**config.mk**
```make
export PLATFORM = sky130hd
export DESIGN_NAME = seq_shift_unit
export DESIGN_NICKNAME = d
export VERILOG_FILES = /design/src/rtl/seq_shift_unit.sv
export SDC_FILE = /design/constraint.sdc
export NUM_CORES = 1
export LEC_CHECK = 0
export ABC_AREA = 1
export CAP_MARGIN = 10
export CORE_MARGIN = 2
export CORE_UTILIZATION = 45
export CTS_CLUSTER_SIZE = 40
export DETAILED_ROUTE_END_ITERATION = 16
export PLACE_DENSITY = 0.79
export SLEW_MARGIN = 20
export SYNTH_ARGS = -nofsm -noshare
export SYNTH_HDL_FRONTEND = slang
export SYNTH_SLANG_ARGS = --single-unit
```
**constraint.sdc**
```tcl
create_clock -name Clk -period 2.5 [get_ports Clk]
set_input_delay 0.75 -clock Clk [delete_from_list [all_inputs] [get_ports Clk]]
set_output_delay 0.75 -clock Clk [all_outputs]
set_load 0.02 [all_outputs]
```
**src/rtl/seq_shift_unit.sv**
```systemverilog
// seq_shift_unit: iterative multi-mode shifter, one bit position per clock.
// Modes: 00 logical right, 01 arithmetic right, 10 rotate right, 11 logical left.
// A request is captured in IDLE, shifted in SHIFT and presented in DONE until taken.
module seq_shift_unit #(
  parameter int WIDTH = 8
) (
  input  logic             Clk,
  input  logic             Rst,
  input  logic             in_valid,
  output logic             in_ready,
  input  logic [WIDTH-1:0] a,
  input  logic [WIDTH-1:0] sh_amt,
  input  logic [1:0]       mode,
  output logic [WIDTH-1:0] d,
  output logic             out_valid,
  input  logic             out_ready,
  output logic             busy
);

  localparam int CW = $clog2(WIDTH + 1);
  localparam logic [WIDTH-1:0] W_VAL = WIDTH'(WIDTH);
  localparam logic [CW-1:0]    W_CNT = CW'(WIDTH);
  localparam logic [CW-1:0]    ONE   = CW'(1);

  typedef enum logic [1:0] {
    IDLE  = 2'd0,
    SHIFT = 2'd1,
    DONE  = 2'd2
  } state_t;

  state_t          state, state_nxt;
  logic [CW-1:0]   count;
  logic [1:0]      mode_q;
  logic [CW-1:0]   n_eff;

  // Rotation wraps the amount; the other modes saturate at WIDTH, since
  // shifting further cannot change the result.
  function automatic logic [CW-1:0] eff_amount(input logic [WIDTH-1:0] amt,
                                               input logic [1:0]       m);
    logic [WIDTH-1:0] rem;
    begin
      rem = amt % W_VAL;
      if (m == 2'b10)
        eff_amount = CW'(rem);
      else if (amt >= W_VAL)
        eff_amount = W_CNT;
      else
        eff_amount = CW'(amt);
    end
  endfunction

  // Single-bit step for the latched mode.
  function automatic logic [WIDTH-1:0] step(input logic [WIDTH-1:0] v,
                                            input logic [1:0]       m);
    begin
      case (m)
        2'b00:   step = {1'b0, v[WIDTH-1:1]};
        2'b01:   step = {v[WIDTH-1], v[WIDTH-1:1]};
        2'b10:   step = {v[0], v[WIDTH-1:1]};
        default: step = {v[WIDTH-2:0], 1'b0};
      endcase
    end
  endfunction

  assign n_eff = eff_amount(sh_amt, mode);

  // State register.
  always_ff @(posedge Clk or posedge Rst) begin
    if (Rst)
      state <= IDLE;
    else
      state <= state_nxt;
  end

  // Next-state logic; a result take and a new accept never share an edge
  // because acceptance is only possible from IDLE.
  always_comb begin
    state_nxt = state;
    case (state)
      IDLE: begin
        if (in_valid)
          state_nxt = (n_eff == '0) ? DONE : SHIFT;
      end
      SHIFT: begin
        if (count == ONE)
          state_nxt = DONE;
      end
      DONE: begin
        if (out_ready)
          state_nxt = IDLE;
      end
      default: state_nxt = IDLE;
    endcase
  end

  // Handshake outputs decoded from the registered state.
  always_comb begin
    in_ready  = 1'b0;
    out_valid = 1'b0;
    case (state)
      IDLE:    in_ready  = 1'b1;
      DONE:    out_valid = 1'b1;
      default: ;
    endcase
    busy = ~in_ready;
  end

  // Datapath: capture on accept, one step per SHIFT cycle, hold in DONE.
  always_ff @(posedge Clk or posedge Rst) begin
    if (Rst) begin
      d      <= '0;
      count  <= '0;
      mode_q <= 2'b00;
    end else begin
      case (state)
        IDLE: begin
          if (in_valid) begin
            d      <= a;
            count  <= n_eff;
            mode_q <= mode;
          end
        end
        SHIFT: begin
          d     <= step(d, mode_q);
          count <= count - ONE;
        end
        default: ;
      endcase
    end
  end

endmodule

```
Word level (Yosys, flattened, before mapping)
Cells that the tools add are included.
{ "totals": {"wordCells": 40, "register_bits": 16, "input_bits": 22} }
{ "classes": {"bitwise": 1, "n_eq_ne": 10, "order_cmp": 1, "muxes": 14, "n_reduce_logical": 8, "addsub": 1} }
{ "ops": {"columns": ["op", "n"], "rows": [
  ["one-hot mux 8 bit (3 select lines)", 1],
  ["one-hot mux 8 bit (2 select lines)", 1],
  ["two-way mux 4 bit", 3],
  ["greater-or-equal comparator 8 x 4 -> 1 bit (second input constant)", 1],
  ["two-way mux 2 bit", 4],
  ["two-way mux 8 bit", 1],
  ["!= test 2 bit (second input constant)", 4],
  ["one-hot mux 4 bit (2 select lines)", 1],
  ["== test 2 bit (second input constant)", 3],
  ["one-hot mux 2 bit (3 select lines)", 1],
  ["AND reduction 3 bit", 2],
  ["== test 2 x 1 -> 1 bit (second input constant)", 2],
  ["== test 4 x 1 -> 1 bit (second input constant)", 1],
  ["logical NOT 2 bit", 2],
  ["logical NOT 4 bit", 1],
  ["AND reduction 2 bit", 2],
  ["subtractor 4 x 1 -> 4 bit (second input constant)", 1],
  ["two-way mux 1 bit", 2],
  ["nonzero test 2 bit", 1],
  ["NOT 1 bit", 1]
]} }

Depth between registers and ports, before layout
Gate-level depths: netlist of run 1.
{ "logic_depth": {"depth_word": 7, "depth_mapped": 8} }

Least setup slack after synthesis of run 1
No wires, ideal clock.
{ "synth_path": {"path_type": "flip-flop to output port", "startpoint": "reg state[1]", "endpoint": "out out_valid", "path_slack_ns": 0.984, "n_path_buf": 0, "t_arrival_ns": 0.766, "path_stages_with_launch": 3, "path_cell_list": "dfrtp_1 -> inv_1 -> nor2_1"} }
{ "synth_between": {"elab_chain_len": 2} }
{ "synth_rtl": {"columns": ["element", "line", "rtl"], "rows": [
  ["start: declaration", "31", "state_t state, state_nxt;"],
  ["start signal: assignment", "72", "state <= state_nxt;"],
  ["== test 2 bit", "100", "case (state)"],
  ["two-way mux 1 bit", "100", null],
  ["end: declaration", "15", "output logic out_valid,"]
]} }
Every way passes these cells.

Worst setup path in the final report of run 1
{ "layout_path": {"startpoint": "reg state[0]", "endpoint": "out in_ready"} }
{ "layout_between": {"elab_chain_len": 2} }
{ "layout_rtl": {"columns": ["element", "line", "rtl"], "rows": [
  ["logical NOT 2 bit", "100", null],
  ["two-way mux 1 bit", "100", null],
  ["end: declaration", "10", "output logic in_ready,"]
]} }
Every way passes these cells.

==> metrics.yaml, run 1 <==
placement:
  hpwl_um: 1820
  placed_cells: 204
  place.port_buffers: 32
  place_congestion: 0.815
cts:
  cts_sinks: 16
  cts_buffer_depth: 2
  clk_pin_slew_ps: 90
  clock_latency_ps: 270
  htreeDepth: 1
  cts_post_setup_buffers_inserted: 0
  root_buffer: "clkbuf_4"
  numCtsBuffers: 3
  cts_tree: "done"
  hold_buffers: 0
  cts-resized-gates: 0
run_status:
  status: "finished clean"
timing:
  rsz0062_at_grt: "no"
  finalCriticalPeriod_ps: 2290
  fin_crit_sh_pct: 91.4
  worst_pin_slew_ps: 591
  hold_viol: 0
  finalSetupViolCount: 0
  slew-limit-headroom_pct: 60.5
  max_freq_mhz: 438
  slew_violations: 0
  skew_ps: 4.63
  fin_tns_setup_ps: 0
global_route:
  grt_overflow: 0
  met2_usage_pct: 35.4
  gr-max-usage-layer: "met2"
  track_usage_pct: 19.8
  antenna_found_initial: 0
  grt_start_max_net_pins: 17
  grt_pass1_vias: 977
  use_met1_pct: 25.0
  global_route.usage.met3_pct: 3.16
  grt_first_pass_wirelength_um: 4060
synth:
  synth_area_sq_mm: 0.00103
  ys_seq_area_share_pct: 38.9
  synth_top_area_cell: "dfrtp_1"
  syn_inst: 148
  ys_types: 19
  syn_area_per_cell_sq_um: 6.96
  ys.warnings.count: 0
  synth_edf_count: 0
  synth_area_leaders: "dfrtp_1, nand2_1, inv_1"
  synth.most_common_cell: "nand2_1"
  ys_ff_latch: 16
  synthTopCellsByCount: "nand2_1, inv_1, dfrtp_1"
  yosysTopAreaCellShare_pct: 38.9
  synth-main-ff-cell: "dfrtp_1"
  syn-num-nets: 172
  synthArstFlopShare_pct: 100
floorplan:
  io_pins: 33
  die_area_sq_mm: 0.00269
  fp.dieH_um: 51.8
  num_rows: 17
  die_w_um: 51.8
  core_sq_mm: 0.00219
  initial_utilization_pct: 47.0
min_path:
  holdPathEnd: "count[1]"
  hp-class: "reg -> reg"
  holdPathStages: 2
  hp-start: "count[1]"
route:
  drt_iter0_markers: 21
  wl_um: 2320
  vias: 1019
  routedWlPerCell_um: 11.2
  drtAntennaViolNets: 0
  drcViolationCount: 0
  viasPerCell: 4.92
  firstDrtPassIters: 4
finish:
  antennaDiodeCount: 0
  utilization_pct: 62.8
  area_delta_synth_final_pct: 33.5
  drive_gt1_share_pct: 5.03
  fillers: 202
  nets: 205
  fin_cells: 207
power:
  ir_drop_v: 0.000661
  leakage_uw: 0.000712
  powerDensity_mw_per_mm2: 1240
setup_path:
  critPathSlowestCell: "clkdlybuf4s50_1"
  cp-start-kind: "register"
  critical_path_required_ps: 1750
  r2r.worst_path.cells: 7
  max_stage_delay_ps: 630
  reg2reg_to: "d[7]"
  path_max_fanout: 4
  worst_ep_arrival_time_ps: 1540
  reg2reg_slack_ps: 890
  critical_path_class: "reg -> out"
  endpoint_kind: "output pin"
  cp_cell_sequence: "nor2_4 > clkdlybuf4s50_1"
  worstReg2RegStart: "state[1]"
flow_run:
  cap_violations: 0
area by class of cell:
type / instances / area, sq um / area share, %
clock buffers: 3 / 22.5 / 1.64
inverters: 27 / 106 / 7.73
multi-input cells: 101 / 490 / 35.7
flip-flops and latches: 16 / 400 / 29.1
well taps: 28 / 35.0 / 2.55
repair buffers: 32 / 320 / 23.3
metrics by stage:
step / worst slack, ps / total power (uW) / instance area, sq um / hold WS, ps
4_1_cts: 201 / 1710 / 1380 / 519
3_3_place_gp: 483 / 1540 / 1350 / 507
2_1_floorplan: 984 / 1270 / 1030 / 471
5_1_grt: 117 / 1880 / 1380 / 590
6_report: 215 / 1700 / 1380 / 509
3_5_place_dp: 456 / 1570 / 1350 / 496
worst max-delay path: cells and delay by family, from the launching register on:
family	cells	cell delay [ps]
buffers and inverters	1	630
flip-flops	1	450
AND/OR/NAND/NOR	1	180
registers in the layout (all words and copies together) (netlist names):
signal and cells:
count 4, d 8, mode_q 2, state 2
worst max path at each step:
stage	startpoint	end	slack [ps]	cells after the start
2_1_floorplan	state[1]	out_valid	980	2
3_3_place_gp	in_valid	d[7]	480	7
3_5_place_dp	in_valid	d[7]	460	7
4_1_cts	state[0]	in_ready	200	2
5_1_grt	state[1]	out_valid	120	3
6_report	state[0]	in_ready	210	2
per-layer routing:
metal / routed length, um / vias to the layer above
li1: - / 527
met1: 1020 / 457
met2: 1140 / 33
met3: 137 / 2
met4: 12 / 0
met5: 0 / -
cell families after synthesis:
kind of cell,after synthesis,share of synthesized area (%)
simple gates,75,31.3
buf+inv,31,13.5
compound gates,24,13.9
flops,16,38.9
fa+ha+maj,2,2.43
where the power goes:
group          switching [uW]  internal [uW]
Sequential               98.4            395
Clock                    77.1           55.7
Combinational             639            438
Total                     814            888
placed cells by master, fill, tap and decap left out:
cell type	Yosys	routed
a21oi_1	3	3
a22oi_1	6	6
a31oi_1	1	1
clkbuf_4	0	3
clkdlybuf4s50_1	0	32
clkinv_4	1	1
dfrtp_1	16	16
ha_1	2	2
inv_1	25	25
inv_2	1	1
nand2_1	47	47
nand2_4	1	1
nand3_1	14	14
nor2_1	10	10
nor2_4	2	2
nor3_1	1	1
o21a_1	1	1
o21ai_0	12	12
o21ai_2	1	1
No activity file was read; power rests on OpenSTA's default activity.
==> inputs of run 2 (changes only) <==
--- a/config.mk
+++ b/config.mk
@@ -9,6 +9,7 @@
 export CAP_MARGIN = 10
 export CORE_MARGIN = 2
 export CORE_UTILIZATION = 45
+export CTS_BUF_LIST = sky130_fd_sc_hd__clkbuf_4
 export CTS_CLUSTER_SIZE = 40
 export DETAILED_ROUTE_END_ITERATION = 16
 export PLACE_DENSITY = 0.79
==> results of run 2 <==
No change in the layout: final DEF, timing and power equal those of run 1.
==> inputs of run 3 (changes only) <==
--- a/config.mk
+++ b/config.mk
@@ -10,6 +10,7 @@
 export CORE_MARGIN = 2
 export CORE_UTILIZATION = 45
 export CTS_BUF_LIST = sky130_fd_sc_hd__clkbuf_4
+export CTS_CLUSTER_DIAMETER = 120
 export CTS_CLUSTER_SIZE = 40
 export DETAILED_ROUTE_END_ITERATION = 16
 export PLACE_DENSITY = 0.79
==> results of run 3 <==
No change in the layout: final DEF, timing and power equal those of run 1.
